`config.mk`:
```
export PLATFORM = sky130hd
export DESIGN_NAME = oem_reader
export DESIGN_NICKNAME = d
export VERILOG_FILES = /design/src/rtl/oem_reader_pkg.sv /design/src/rtl/oem_reader_fifo.sv /design/src/rtl/oem_reader.sv
export SDC_FILE = /design/constraint.sdc
export NUM_CORES = 1
export LEC_CHECK = 0
export ABC_AREA = 1
export BUFFER_PORTS_ARGS = -buffer_cell sky130_fd_sc_hd__buf_2
export CAP_MARGIN = 0
export CORE_ASPECT_RATIO = 0.7
export CORE_UTILIZATION = 50
export CTS_CLUSTER_SIZE = 20
export DETAILED_ROUTE_END_ITERATION = 7
export PLACE_DENSITY = 0.68
export SLEW_MARGIN = 0
export SYNTH_ARGS = -nofsm -noshare
export SYNTH_HDL_FRONTEND = slang
export SYNTH_SLANG_ARGS = --single-unit
export TNS_END_PERCENT = 1
```
`constraint.sdc`:
```
create_clock -name clk_i -period 2.4 [get_ports clk_i]
set_input_delay 0.24 -clock clk_i [delete_from_list [all_inputs] [get_ports clk_i]]
set_output_delay 0.24 -clock clk_i [all_outputs]
set_load 0.01 [all_outputs]
```
`src/rtl/oem_reader_pkg.sv`:
```
// Shared types, sizes and the raster-index to bank/address decode used by
// the odd/even bank reader and by the writer's verification model.
package oem_reader_pkg;

    localparam int NUM_BYTES   = 256;
    localparam int BANK_GROUPS = 4;
    localparam int ADDR_W      = 5;
    localparam int DATA_W      = 8;
    localparam int IDX_W       = 8;

    typedef enum logic [1:0] {
        ST_IDLE  = 2'd0,
        ST_RUN   = 2'd1,
        ST_DRAIN = 2'd2,
        ST_DONE  = 2'd3
    } state_e;

    typedef struct packed {
        logic              odd;
        logic [1:0]        group;
        logic [ADDR_W-1:0] addr;
    } bank_sel_t;

    // Raster index n = {row[4:0], col[2:0]}; the row/column parity picks odd vs even.
    function automatic bank_sel_t bank_decode(input logic [IDX_W-1:0] n);
        bank_sel_t  s;
        logic [4:0] r;
        logic [2:0] c;
        r       = n[7:3];
        c       = n[2:0];
        s.odd   = c[0] ^ r[0];
        s.group = r[4:3];
        s.addr  = {r[2:0], c[2:1]};
        return s;
    endfunction

endpackage

```
`src/rtl/oem_reader_fifo.sv`:
```
// Small synchronous FIFO buffering returned bank bytes ahead of the
// valid/ready output; depth must be a power of two.
module oem_reader_fifo
    import oem_reader_pkg::*;
#(
    parameter  int DEPTH = 4,
    localparam int PTR_W = $clog2(DEPTH),
    localparam int CNT_W = PTR_W + 1
) (
    input  logic              clk_i,
    input  logic              reset_i,
    input  logic              push_i,
    input  logic [DATA_W-1:0] push_data_i,
    input  logic              pop_i,
    output logic [DATA_W-1:0] head_o,
    output logic [CNT_W-1:0]  count_o,
    output logic              full_o,
    output logic              empty_o
);

    logic [DATA_W-1:0] mem_q [DEPTH];
    logic [PTR_W-1:0]  wr_ptr_q, rd_ptr_q;
    logic [CNT_W-1:0]  count_q;
    logic              do_push, do_pop;

    assign full_o  = (count_q == CNT_W'(DEPTH));
    assign empty_o = (count_q == '0);
    assign count_o = count_q;
    assign do_push = push_i && !full_o;
    assign do_pop  = pop_i && !empty_o;

    // Head reads as zero when empty so the output bus is quiet after reset.
    assign head_o = empty_o ? '0 : mem_q[rd_ptr_q];

    always_ff @(posedge clk_i) begin
        if (do_push) begin
            mem_q[wr_ptr_q] <= push_data_i;
        end
    end

    always_ff @(posedge clk_i or posedge reset_i) begin
        if (reset_i) begin
            wr_ptr_q <= '0;
            rd_ptr_q <= '0;
            count_q  <= '0;
        end else begin
            if (do_push) wr_ptr_q <= wr_ptr_q + PTR_W'(1);
            if (do_pop)  rd_ptr_q <= rd_ptr_q + PTR_W'(1);
            case ({do_push, do_pop})
                2'b10:   count_q <= count_q + CNT_W'(1);
                2'b01:   count_q <= count_q - CNT_W'(1);
                default: count_q <= count_q;
            endcase
        end
    end

endmodule

```
`src/rtl/oem_reader.sv`:
```
// Read-back sequencer: walks 256 raster positions over the eight odd/even
// banks and streams the returned bytes through a credit-limited FIFO.
//   state | meaning
//   IDLE  | waiting for start
//   RUN   | issuing one read per cycle while credits remain
//   DRAIN | all reads issued, waiting for returns and FIFO to empty
//   DONE  | one-cycle done pulse
module oem_reader
    import oem_reader_pkg::*;
#(
    parameter int RD_LAT     = 1,
    parameter int FIFO_DEPTH = 4
) (
    input  logic                   clk_i,
    input  logic                   reset_i,
    input  logic                   start_i,
    output logic [BANK_GROUPS-1:0] odd_rd_o,
    output logic [BANK_GROUPS-1:0] even_rd_o,
    output logic [ADDR_W-1:0]      rd_addr_o,
    input  logic [DATA_W-1:0]      rd_data_i,
    output logic [DATA_W-1:0]      out_data_o,
    output logic                   out_valid_o,
    input  logic                   out_ready_i,
    output logic                   busy_o,
    output logic                   done_o
);

    localparam int CNT_W = $clog2(FIFO_DEPTH) + 1;
    localparam int SUM_W = CNT_W + 1;

    state_e                 state_q, state_d;
    logic [IDX_W-1:0]       idx_q, idx_d;
    logic                   armed_q;
    logic [BANK_GROUPS-1:0] odd_rd_q, odd_rd_d, even_rd_q, even_rd_d;
    logic [ADDR_W-1:0]      rd_addr_q, rd_addr_d;
    logic [RD_LAT-1:0]      vld_q, vld_d;
    logic [CNT_W-1:0]       fifo_count;
    logic                   fifo_full, fifo_empty, fifo_push, fifo_pop;
    logic [SUM_W-1:0]       inflight, used;
    logic                   strobe_any, issue;
    bank_sel_t              sel;

    assign strobe_any = |{odd_rd_q, even_rd_q};

    // Reads in flight: the strobe on the bus this cycle plus the latency pipe.
    always_comb begin
        inflight = SUM_W'(strobe_any);
        for (int k = 0; k < RD_LAT; k++) begin
            inflight = inflight + SUM_W'(vld_q[k]);
        end
    end

    always_comb begin
        vld_d    = '0;
        vld_d[0] = strobe_any;
        for (int k = 1; k < RD_LAT; k++) begin
            vld_d[k] = vld_q[k-1];
        end
    end

    assign used      = SUM_W'(fifo_count) + inflight;
    assign issue     = (state_q == ST_RUN) && (used < SUM_W'(FIFO_DEPTH));
    assign fifo_push = vld_q[RD_LAT-1] && !fifo_full;
    assign fifo_pop  = out_valid_o && out_ready_i;
    assign sel       = bank_decode(idx_q);

    always_comb begin
        state_d   = state_q;
        idx_d     = idx_q;
        odd_rd_d  = '0;
        even_rd_d = '0;
        rd_addr_d = '0;
        case (state_q)
            ST_IDLE: begin
                if (start_i && armed_q) state_d = ST_RUN;
            end
            ST_RUN: begin
                if (issue) begin
                    if (sel.odd) odd_rd_d  = BANK_GROUPS'(1) << sel.group;
                    else         even_rd_d = BANK_GROUPS'(1) << sel.group;
                    rd_addr_d = sel.addr;
                    idx_d     = idx_q + IDX_W'(1);
                    if (idx_q == IDX_W'(NUM_BYTES - 1)) state_d = ST_DRAIN;
                end
            end
            ST_DRAIN: begin
                // Leave as the last byte is accepted so done lands the very next cycle.
                if (inflight == '0 &&
                    (fifo_empty || (fifo_count == CNT_W'(1) && fifo_pop))) begin
                    state_d = ST_DONE;
                end
            end
            ST_DONE: state_d = ST_IDLE;
            default: state_d = ST_IDLE;
        endcase
    end

    always_ff @(posedge clk_i or posedge reset_i) begin
        if (reset_i) begin
            state_q   <= ST_IDLE;
            idx_q     <= '0;
            armed_q   <= 1'b0;
            odd_rd_q  <= '0;
            even_rd_q <= '0;
            rd_addr_q <= '0;
            vld_q     <= '0;
        end else begin
            state_q   <= state_d;
            idx_q     <= idx_d;
            armed_q   <= 1'b1;
            odd_rd_q  <= odd_rd_d;
            even_rd_q <= even_rd_d;
            rd_addr_q <= rd_addr_d;
            vld_q     <= vld_d;
        end
    end

    oem_reader_fifo #(
        .DEPTH (FIFO_DEPTH)
    ) u_fifo (
        .clk_i       (clk_i),
        .reset_i     (reset_i),
        .push_i      (fifo_push),
        .push_data_i (rd_data_i),
        .pop_i       (fifo_pop),
        .head_o      (out_data_o),
        .count_o     (fifo_count),
        .full_o      (fifo_full),
        .empty_o     (fifo_empty)
    );

    assign out_valid_o = !fifo_empty;
    assign odd_rd_o    = odd_rd_q;
    assign even_rd_o   = even_rd_q;
    assign rd_addr_o   = rd_addr_q;
    assign busy_o      = (state_q == ST_RUN) || (state_q == ST_DRAIN);
    assign done_o      = (state_q == ST_DONE);

endmodule
```
# Word level (Yosys, flattened, before mapping)
# Memories as Yosys holds them, arrays and structs flattened.
# Index checks and enable logic that the tools add are counted.
[word_totals]
in_bits = 12
out_inout_bits = 24
reg_bits = 32
mem_bits_ro = 0
word_cells = 69
n_memories = 1
latch_bits = 0
ram_bits = 32
[memory_table]
columns = ["name", "words", "width", "read_ports", "rd_clocked_by_memory_dff", "wr", "line", "source"]
rows = [
  ["u_fifo.mem_q", 4, 8, 1, 0, 1, "oem_reader_fifo.sv:21", "logic [DATA_W-1:0] mem_q [DEPTH];"],
]
[op_classes]
div_mod_pow = 0
mux = 17
addsub = 7
bitwise = 1
eq_ne = 12
n_reduce_logical = 19
magnitude_cmp = 1
mul = 0
shifts = 1
[op_table]
columns = ["op", "count"]
rows = [
  ["$mux 4", 6],
  ["$mux 5", 2],
  ["$add 8x1->8 const B", 1],
  ["$eq 8x8->1 const B", 1],
  ["$logic_and 1x1->1", 8],
  ["$mux 2", 4],
  ["$mux 8", 1],
  ["$ne 2x2->1 const B", 4],
  ["$pmux 2 s4", 1],
  ["$reduce_or 8->1", 1],
  ["$eq 2x2->1 const B", 3],
  ["$pmux 3 s2", 1],
  ["$add 2x1->2 const B", 2],
  ["$add 3x2->4", 1],
  ["$eq 2x1->1 const B", 2],
  ["$logic_not 4->1", 1],
  ["$lt 4x3->1 const B", 1],
  ["$reduce_and 4->1", 1],
  ["$shl 1x2->4 const A", 1],
  ["$add 3x1->3 const B", 1],
  ["$eq 3x1->1 const B", 1],
  ["$eq 3x3->1 const B", 1],
  ["$logic_not 3->1", 1],
  ["$sub 3x1->3 const B", 1],
  ["8 further kinds", 11],
]

# Logic depth before layout (Yosys ltp)
# Gate-level depths: netlist (run 1).
[depth]
word_depth = 8
mapped_depth = 11
ltp_nobuf = 11

# By module
# From an unflattened synthesis (run 1), not the netlist that was laid out.
[unflattened]
cells_unflattened = 309
area_unflattened_um2 = 3024.2
[modules_own_cells]
columns = ["mod", "area_per_inst_um2", "cells_each", "instances", "seq_area_each_um2"]
rows = [
  ["oem_reader_fifo", 1836.8, 184, 1, 1136.1],
  ["oem_reader", 1187.4, 125, 1, 625.6],
]

# Worst setup path after synthesis (run 1)
# OpenSTA, ideal clock, no wires.
[synth_path]
kind = "reg2reg"
from = "register u_fifo.count_q[0], in the netlist u_fifo.count_o[0]"
to = "register u_fifo.count_q[2], in the netlist u_fifo.count_o[2]"
path_buffers = 0
period_less_slack_ns = 1.850
arrival_time_ns = 1.732
required_ns = 2.282
setup_slack_ns = 0.550
setup_ns = 0.118
path_stages_with_launch = 11
cell_sequence = "dfrtp_1 > inv_1 > ha_1 > inv_1 > nor2_2 > nor2_2 > ha_1 > nor2_1 > o21ai_0 > xor2_1 > inv_1"
[synth_between]
elab_chain_len = 6
elab_cells_between_ends = 14
cone_classes = "2 x add/sub; 3 x eq/ne; 1 x mux; 8 x reduce/logical"
[synth_lines]
columns = ["item", "line", "source"]
rows = [
  ["from (decl)", "oem_reader_fifo.sv:23", "logic [CNT_W-1:0] count_q;"],
  ["from (signal assigned)", "oem_reader_fifo.sv:50", "2'b10: count_q <= count_q + CNT_W'(1);"],
  ["from (signal assigned)", "oem_reader_fifo.sv:51", "2'b01: count_q <= count_q - CNT_W'(1);"],
  ["from (signal assigned)", "oem_reader_fifo.sv:52", "default: count_q <= count_q;"],
  ["$logic_not 3->1 *", "oem_reader_fifo.sv:27", "assign empty_o = (count_q == '0);"],
  ["$logic_not 1->1 *", "oem_reader_fifo.sv:30, oem_reader.sv:132", ""],
  ["$logic_and 1x1->1", "oem_reader.sv:64", "assign fifo_pop = out_valid_o && out_ready_i;"],
  ["$logic_and 1x1->1 *", "oem_reader_fifo.sv:30", "assign do_pop = pop_i && !empty_o;"],
  ["named net u_fifo.do_pop", "oem_reader_fifo.sv:24", "logic do_push, do_pop;"],
  ["$eq 2x1->1 or $eq 2x2->1 (tied branches)", "oem_reader_fifo.sv:49", "case ({do_push, do_pop})"],
  ["$pmux 3 s2 or $reduce_bool 2->1 (tied branches)", "n/a", ""],
]
# The timed path passes the listed nets; every way through them passes the cells marked *.
# A chain may end at the register's enable or synchronous reset.

# Worst setup path after layout (run 1)
[layout_path]
from = "register u_fifo.rd_ptr_q[0]"
to = "output port out_data_o[6]"
[layout_between]
elab_chain_len = 2
[layout_lines]
columns = ["item", "line", "source"]
rows = [
  ["from (decl)", "oem_reader_fifo.sv:22", "logic [PTR_W-1:0] wr_ptr_q, rd_ptr_q;"],
  ["from (signal assigned)", "oem_reader_fifo.sv:48", "if (do_pop) rd_ptr_q <= rd_ptr_q + PTR_W'(1);"],
  ["$mem_v2 4x8", "n/a", ""],
  ["$mux 8", "oem_reader_fifo.sv:33", "assign head_o = empty_o ? '0 : mem_q[rd_ptr_q];"],
  ["to (decl)", "oem_reader.sv:21", "output logic [DATA_W-1:0] out_data_o,"],
]
# No other way between the ends.

==> impl_results.md, run 1 <==
- Comb power frac: 0.370
- Sequential power share: 0.378
- Multi-input logic area: 986 µm²
- Final worst slack: 386 ps
- Core Area: 5420 µm²
- Total global routing overflow: 0
- Synth Instances: 283
- CTS clock-pin slew for the worst setup and hold paths: 70 ps
- Crit Path Max Fanout: 16
- TritonCTS clock tree: done
- Syn_area_per_cell: 10.3 µm²
- Vias in the first global route: 1,922
- Post-synth EDFFs: 32
- P_leak: 0.00158 µW
- Routed WL: 5590 µm
- DRT Pass-1 Iters: 4
- Clock sink total: 64
- Layout fillers: 436
- Final count of negative-setup-slack endpoints: 0
- Initial Utilization: 0.539
- Worst Path Required: 2160 ps
- Placed Area: 3200 µm²
- Wire length on met3: 198 µm
- Largest net degree at the start of global routing: 33
- Final min period: 2010 ps
- Vias per Instance: 4.95
- Post-synth top flop: edfxtp_1
- Clock Path Buffers: 2
- CTS H-tree lvls: 3
- Die area: 6160 µm²
- Placer congestion estimate: 0.764
- Post-synthesis cell area: 2920 µm²
- Seq/Total Area, Yosys: 0.603
- P_int: 2530 µW
- PortBufs: 35
- Routed wl met2: 2430 µm
- Status: complete, no violations
- Total number of vias: 2,024
- Diode count: 0
- Worst Hold Class: in -> reg
- Cell Pwr Density: 1170 nW/µm²
- P_sw: 1480 µW
- Synth unique cells: 24
- Post-route cell area: 3420 µm²
- Util after Layout: 0.632
- Sw Share: 0.370
- Fin Setup TNS: 0 ps
- I/O Pins: 36
- Fin. max-slew vios: 0
- Seq cells post-synth: 64
- CP startpoint kind: flip-flop
- Drt initial violations: 98
- Clk Latency, worst-skew pair: 340 ps
- Maximum vdd ir drop: 533 µV
- Sequential Area: 1760 µm²
- Top cells by area, synth: edfxtp_1, dfrtp_1, ha_1
- Fraction of layout cells with a size suffix above 1: 0.187
- WS Path Type: reg -> out
- Post-detailed-route count of antenna-violating nets: 0
- Synth async-reset ratio: 0.500
- Clock power frac: 0.252
- HPWL Detailed: 3940 µm
- MaxCap Viol Count: 0
- Worst EP arrival: 1770 ps
- Worst Setup End Kind: output pin
- Final period utilization: 0.839
- Row cnt: 22
- Root buffer cell: clkbuf_8
- GRT Util Overall: 0.213
- Setup repair after global routing missed its margin: no
- Die Ht: 66.0 µm
- Post-CTS sizing: 0
- # nets final: 362
- Initial antenna violation count: 0
- Synth warn: 0
- Dpl ws: 400 ps
- F_max: 496 MHz
- Clock skew: 5.71 ps
- Yosys top cell area share: 0.329
- Net Count, Synth: 313
- CTS Buf Count: 9
- Metal-1 WL: 2880 µm
- # DRC: 0
- Post-synth top area cell: edfxtp_1
- Die X: 93.4 µm
- Fin. Hold Viols: 0
- Top routing layer used: met4
- First-pass GRT wire length: 9450 µm
- DR WL/cell: 13.7 µm
- Layout area overhead: 17.2%
## timing repair
item / in CTS / in global routing
hold buffers: 1 / 0
endpoints found under the hold margin: 32 / 0
buffers inserted: 0 / 0
## registers in the layout, indices dropped and copies added (netlist names)
name / flops
state_q: 2
armed_q: 1
vld_q: 1
u_fifo.wr_ptr_q: 2
rd_addr_o: 5
u_fifo.count_o: 3
u_fifo.rd_ptr_q: 2
idx_q: 8
even_rd_o: 4
u_fifo.mem_q: 32
odd_rd_o: 4
## metrics by stage
stage,hold slack (ps),std cells,power (µW)
after floorplan,339,283,2580
after CTS,109,409,4040
after detailed placement,354,392,3030
after global routing,109,409,4330
after global placement,344,392,2970
final,120,409,4010
## per-layer routing
metal / global-route usage / vias to the layer above
li1: - / 1017
met1: 0.314 / 961
met2: 0.296 / 37
met3: 0.0655 / 9
met4: 0.0750 / 0
met5: 0 / -
## cells in the mapped netlist, drive strengths merged, types with 4 or more instances
library cell  number
xor2               9
inv               33
nor3               5
nand4              4
buf                5
edfxtp            32
a21oi             10
ha                18
o21ai             21
nor2              57
nand3              5
dfrtp             32
nand2             40
nor4               4
## cell families after synthesis
logic type / after synthesis / synth area share
compound gates: 33 / 0.0582
xor+xnor: 11 / 0.0330
other cells: 1 / 0.00128
fa+ha+maj: 18 / 0.0771
flops: 64 / 0.603
buf+inv: 40 / 0.0595
simple gates: 116 / 0.168
## layout by cell type, fill, tap and decap left out
| master | netlist | routed |
|---|---|---|
| clkbuf_1 | 0 | 3 |
| clkinv_2 | 0 | 1 |
| xor2_1 | 9 | 9 |
| edfxtp_1 | 32 | 32 |
| o21ai_0 | 21 | 21 |
| ha_1 | 18 | 18 |
| clkbuf_8 | 0 | 10 |
| nor4_1 | 4 | 4 |
| dfrtp_1 | 32 | 32 |
| nor2_2 | 3 | 3 |
| nand3_1 | 4 | 4 |
| conb_1 | 1 | 1 |
| buf_4 | 4 | 8 |
| bufinv_16 | 0 | 2 |
| o21bai_1 | 2 | 2 |
| nor2_1 | 54 | 54 |
| nand3_4 | 1 | 1 |
| a21oi_1 | 10 | 10 |
| xnor2_1 | 2 | 2 |
| dlygate4sd3_1 | 0 | 1 |
| buf_2 | 0 | 35 |
| nand2_1 | 40 | 40 |
| or2_2 | 1 | 1 |
| clkinv_1 | 1 | 1 |
| inv_1 | 31 | 31 |
| nor3_1 | 5 | 5 |
| nand4_1 | 4 | 4 |
| inv_2 | 2 | 2 |
## worst max-delay path, cell delays in order, from the launching register on
cell,delay [ps]
dfrtp_1,640
inv_2,220
o21ai_0,320
a21oi_1,100
buf_2,150
## worst paths after layout
path	from	end	slack, ps	cells past startpoint
hold reg to reg	even_rd_o[0]	vld_q	530	2
setup / recovery	u_fifo.rd_ptr_q[0]	out_data_o[6]	390	4
setup reg to reg	odd_rd_o[2]	idx_q[2]	400	9
max in group asynchronous	reset_i	u_fifo.count_o[0]	1570	4
hold / removal	rd_data_i[3]	u_fifo.mem_q[2][3]	120	1
min in group asynchronous	reset_i	rd_addr_o[4]	530	4
## layout make-up
class                           count  area share
Sequential cell                    64       0.514
Multi-Input combinational cell    179       0.288
Timing Repair Buffer               44      0.0716
Clock buffer                       13      0.0435
Inverter                           34      0.0373
Tap cell                           72      0.0263
Clock inverter                      3      0.0190
## power groups by stage
| stage | Clock, µW | Combinational [µW] | Sequential, µW |
|---|---|---|---|
| 6_report | 1010 | 1480 | 1520 |
| 3_3_place_gp | 0 | 1440 | 1530 |
| 3_5_place_dp | 0 | 1490 | 1540 |
| 4_1_cts | 1030 | 1500 | 1520 |
| 2_1_floorplan | 0 | 1100 | 1480 |
| 5_1_grt | 1080 | 1710 | 1550 |
Power figures use the tool's default switching activity.
==> run 2: changes to the inputs <==
clock period = 2 ns   (was 2.4 ns; I/O delays follow)
==> run 2 against run 1 <==
  * Flip-flop and latch count did not move
  * Setup slack got worse by 270 ps
  * Sequential share of layout area down 1.5 points
==> impl_results.md, run 2 (synthesized netlist as in run 1, its figures left out) <==
- Vias in the first global route: 1,968
- Layout fillers: 423
- P_sw: 1870 µW
- Routed WL: 5830 µm
- Sequential power share: 0.356
- GR Layer Usage met3: 0.0655
- GRT Util Overall: 0.211
- Final period utilization: 0.943
- WS Path Type: reg -> reg
- Worst path max stage delay: 380 ps
- DR WL/cell: 13.9 µm
- Worst Hold Depth: 1
- Fin. max-slew vios: 0
- R2R cell count: 8
- Post-detailed-route count of antenna-violating nets: 0
- Total number of vias: 2,066
- Initial Utilization: 0.539
- R2r endpoint: odd_rd_o[0]
- P_leak: 0.00163 µW
- CTS H-tree lvls: 3
- Largest net degree at the start of global routing: 33
- Clk Latency, worst-skew pair: 340 ps
- Clock skew: 7.26 ps
- Largest register FFs: 32
- Status: complete, no violations
- Met2 usage: 0.314
- Commonest non-fill, non-tap cells in the layout: nor2_1, nand2_1, buf_2
- F_max: 530 MHz
- CP dominant cell by count: ha_1
- Commonest non-fill, non-tap cell in the layout: nor2_1
- Drt initial violations: 164
- Cell Chain, Critical Path: nor2_1 > nand4_1 > ha_1 > ha_1 > nand3_2 > nand3_4 > buf_6 > nor4_1
- Worst Hold Class: in -> reg
- Final min period: 1890 ps
- Most flops, register: u_fifo.mem_q
- Grt peak-use layer: met2
- Worst Path Required: 2240 ps
- First-pass GRT wire length: 9490 µm
- Worst path bufs/invs: 1
- Total global routing overflow: 0
- Fraction of layout cells with a size suffix above 1: 0.228
- CP delay by family, top: simple AND/OR/NAND/NOR gates
- MaxCap Viol Count: 0
- Worst Hold End: u_fifo.mem_q[3][3]
- HP Start: rd_data_i[3]
- Comb power frac: 0.401
- DRT Pass-1 Iters: 4
- Crit-path slowest cell: dfrtp_1
- Clock Path Buffers: 2
- Die Ht: 66.0 µm
- Initial antenna violation count: 0
- Cell Pwr Density: 1410 nW/µm²
- Final count of negative-setup-slack endpoints: 0
- P_int: 3090 µW
- Die area: 6160 µm²
- TritonCTS clock tree: done
- Sw Share: 0.377
- Clock sink total: 64
- Final Power: 4960 µW
- Diode count: 0
- Worst EP arrival: 2120 ps
- R2R Setup Slk: 110 ps
- Vias per Instance: 4.94
- Layout area overhead: 20.7%
- # DRC: 0
- Routing usage on met1: 0.298
- CTS clock-pin slew for the worst setup and hold paths: 70 ps
- PortBufs: 35
- Row cnt: 22
- Worst r2r src: odd_rd_o[3]
- Maximum vdd ir drop: 603 µV
- Crit Path Max Fanout: 10
- Worst Setup End Kind: flip-flop
- I/O Pins: 36
- Die X: 93.4 µm
- Root buffer cell: clkbuf_8
- CP startpoint kind: flip-flop
- Placer congestion estimate: 0.852
- HPWL Detailed: 4030 µm
- CTS Buf Count: 9
- Hold slack: 81.7 ps
- Clock power frac: 0.244
- # nets final: 371
- Core Area: 5420 µm²
- Fin. Hold Viols: 0
[run 2: cell types whose count changed in the layout (fill, tap and decap cells not counted), sizes merged]
cell and change:
buf +9, clkbuf -4, clkinv +2, clkinvlp +1
inv +1
[run 2: repair_timing]
item,4_1_cts,5_1_grt
resized for setup,1,6
cloned,0,0
hold endpoints to repair,32,0
setup endpoints to repair,1,15
pin swaps,0,2
hold buffers,1,0
setup buffers,0,5
[run 2: worst max-delay path by stage]
stage                       from                 to  slack [ps]  depth (start not counted)
2_1_floorplan  u_fifo.count_o[0]  u_fifo.count_o[2]         150                         10
6_report             odd_rd_o[3]        odd_rd_o[0]         110                          8
3_3_place_gp         odd_rd_o[3]        odd_rd_o[0]         140                          8
5_1_grt              odd_rd_o[3]        odd_rd_o[0]          -7                          8
3_5_place_dp        even_rd_o[3]       even_rd_o[0]          -5                          8
4_1_cts             even_rd_o[3]           idx_q[6]          20                          8
[run 2: final cells by class]
type                    instances  area [µm²]  area share
multi-input cells             179        1010       0.286
flip-flops and latches         64        1760       0.499
clock inverters                 7        95.1      0.0270
well taps                      72        90.1      0.0255
clock buffers                   9         124      0.0351
repair buffers                 53         317      0.0897
inverters                      34         130      0.0369
[run 2: worst register-to-register path, stage by stage, from the launching register on]
cell and delay [ps]:
dfrtp_1 380, nor2_1 110, nand4_1 170, ha_1 230
ha_1 290, nand3_2 110, nand3_4 160, buf_6 190
nor4_1 160
[run 2: power by group through the flow]
stage | Sequential [µW] | Clock, µW | Combinational [µW]
after floorplan | 1770 | 0 | 1330
after global placement | 1780 | 0 | 1820
after detailed placement | 1790 | 0 | 1890
after CTS | 1760 | 1230 | 1910
after global routing | 1790 | 1290 | 2270
final | 1760 | 1210 | 1990
[run 2: metrics by stage]
step	util	cells	instance area [µm²]	TNS, ps	setup slack, ps
floorplan	-	283	2920	0	150
global placement	0.596	396	3230	0	141
detailed placement	0.596	396	3230	-5.48	-5.48
CTS	0.639	413	3470	0	21.4
global route	0.650	418	3530	-9.98	-6.95
finish	0.650	418	3530	0	114
[run 2: per-layer routing]
layer,vias to the layer above,part of all wire
met1,989,0.49
met5,-,0
li1,1031,-
met3,2,0.044
met2,44,0.46
met4,0,0.0051
==> run 3: changes to the inputs <==
PLACE_DENSITY = 0.72   (was 0.68)
RECOVER_POWER = 100   (was not set)
==> run 3 against run 2 <==
  * Setup slack worse by 16 ps
  * Flip-flop and latch count stayed put
  * Sequential power is 3% higher
  * Cell count is 1.2% lower
  * Non-clock buffer count is 5 lower
  * Fmax is 0.83% lower
  * Design area is 4.3% lower
  * Hold slack better by 40 ps
  * Clock power is 27% lower
  * Critical path type unchanged
==> impl_results.md, run 3 (synthesized netlist as in run 1, its figures left out) <==
- I/O Pins: 36
- HPWL Detailed: 3820 µm
- Clock power frac: 0.195
- Layout area overhead: 15.6%
- Commonest non-fill, non-tap cell in the layout: nor2_1
- Sequential power share: 0.400
- Commonest non-fill, non-tap cells in the layout: nor2_1, nand2_1, edfxtp_1
- Sw Share: 0.393
- P_leak: 0.00150 µW
- # DRC: 0
- Dpl ws: 12.1 ps
- Largest register FFs: 32
- Fin. max-slew vios: 0
- WS Path Type: reg -> reg
- Fin Setup TNS: 0 ps
- DR WL/cell: 13.2 µm
- Total number of vias: 2,016
- Die Ht: 66.0 µm
- MaxCap Viol Count: 0
- Root buffer cell: clkbuf_8
- Final period utilization: 0.951
- Most flops, register: u_fifo.mem_q
- Clk Latency, worst-skew pair: 340 ps
- Cell Pwr Density: 1340 nW/µm²
- Worst EP arrival: 2120 ps
- Setup repair after global routing missed its margin: yes
- # nets final: 366
- PortBufs: 35
- Worst Path Required: 2220 ps
- Worst-margin pin slew: 793 ps
- Initial Utilization: 0.539
- Post-detailed-route count of antenna-violating nets: 0
- DRT Pass-1 Iters: 4
- Vias in the first global route: 1,944
- First-pass GRT wire length: 9090 µm
- Slew headroom: 0.471
- Row cnt: 22
- Final count of negative-setup-slack endpoints: 0
- Placer congestion estimate: 0.793
- CTS clock-pin slew for the worst setup and hold paths: 70 ps
- Worst Hold Class: in -> reg
- F_max: 526 MHz
- Crit Path Max Fanout: 12
- Fraction of layout cells with a size suffix above 1: 0.141
- Core Area: 5420 µm²
- Crit-path slowest cell: dfrtp_1
- CP dominant cell by count: ha_1
- Clock skew: 9.07 ps
- Clock Path Buffers: 2
- Die X: 93.4 µm
- GRT Util Overall: 0.203
- Worst path max stage delay: 380 ps
- Maximum vdd ir drop: 642 µV
- Die area: 6160 µm²
- Hold slack: 122 ps
- Drt initial violations: 102
- Worst Setup End Kind: flip-flop
- Comb power frac: 0.405
- Diode count: 0
- Vias per Instance: 4.88
- P_int: 2750 µW
- Status: complete, no violations
- CTS Buf Count: 9
- Routed WL: 5430 µm
- CTS H-tree lvls: 3
- TritonCTS clock tree: done
- Clock sink total: 64
- Fin. Hold Viols: 0
- CP startpoint kind: flip-flop
- Largest net degree at the start of global routing: 33
- Final min period: 1900 ps
- Cell Chain, Critical Path: nor2_1 > nand4_1 > ha_1 > ha_1 > nor2_2 > nand3_4 > buf_6 > nor4_2
- Total global routing overflow: 0
- Initial antenna violation count: 0
- Final worst slack: 97.8 ps
- P_sw: 1780 µW
## run 3: cell types whose count changed in the layout (fill, tap and decap cells not counted), moves of 2 or more
cell	before	now
clkbuf_2	0	5
buf_2	35	14
clkinv_1	1	4
clkbuf_1	0	23
bufinv_16	2	0
buf_4	16	5
## run 3: final timing paths
path | endpoint | slack [ps] | cells after the start | from
setup / recovery | even_rd_o[0] | 100 | 8 | even_rd_o[3]
hold / removal | u_fifo.mem_q[3][6] | 120 | 1 | rd_data_i[6]
setup reg to reg | even_rd_o[0] | 100 | 8 | even_rd_o[3]
hold reg to reg | vld_q | 530 | 2 | odd_rd_o[3]
max in group asynchronous | u_fifo.rd_ptr_q[0] | 810 | 4 | reset_i
min in group asynchronous | rd_addr_o[0] | 640 | 4 | reset_i
## run 3: timing repair
| action | CTS | global route |
|---|---|---|
| resized for setup | 1 | 5 |
| cloned | 0 | 0 |
| endpoints found under the hold margin | 32 | 0 |
| pin swaps | 0 | 1 |
| setup buffers | 0 | 0 |
| endpoints found under the setup margin | 1 | 20 |
| hold buffers | 1 | 0 |
## run 3: power by group through the flow
| stage | logic [µW] | registers, µW | clock network, µW |
|---|---|---|---|
| 2_1_floorplan | 1330 | 1770 | 0 |
| 3_3_place_gp | 1780 | 1830 | 0 |
| 3_5_place_dp | 1830 | 1840 | 0 |
| 4_1_cts | 1840 | 1810 | 913 |
| 5_1_grt | 2090 | 1840 | 967 |
| 6_report | 1830 | 1810 | 883 |
## run 3: routing by layer
| metal | GRT usage | up-vias | wire length [µm] |
|---|---|---|---|
| li1 | - | 1025 | - |
| met1 | 0.276 | 942 | 2610 |
| met2 | 0.301 | 42 | 2460 |
| met3 | 0.0793 | 7 | 316 |
| met4 | 0.0635 | 0 | 46 |
| met5 | 0 | - | 0 |
## run 3: area by class of cell
cell class                 count  area [µm²]
sequential                    64        1760
fill                         447        2050
multi-input combinational    179        1010
tap                           72        90.1
clock inverter                 6        26.3
timing repair buffer          48         236
clock buffer                  10         128
inverter                      34         128
## run 3: per-stage QoR
step	power, µW	std cells	util	area, µm²
after CTS	4570	413	0.627	3400
after global routing	4900	413	0.623	3380
after detailed placement	3660	396	0.596	3230
final	4530	413	0.623	3380
after floorplan	3100	283	-	2920
after global placement	3620	396	0.596	3230
## run 3: critical path: cells and delay by family, from the launching register on
family | cells | cell delay (ps)
simple gates | 5 | 820
flops | 1 | 380
fa+ha+maj | 2 | 400
buf+inv | 1 | 190
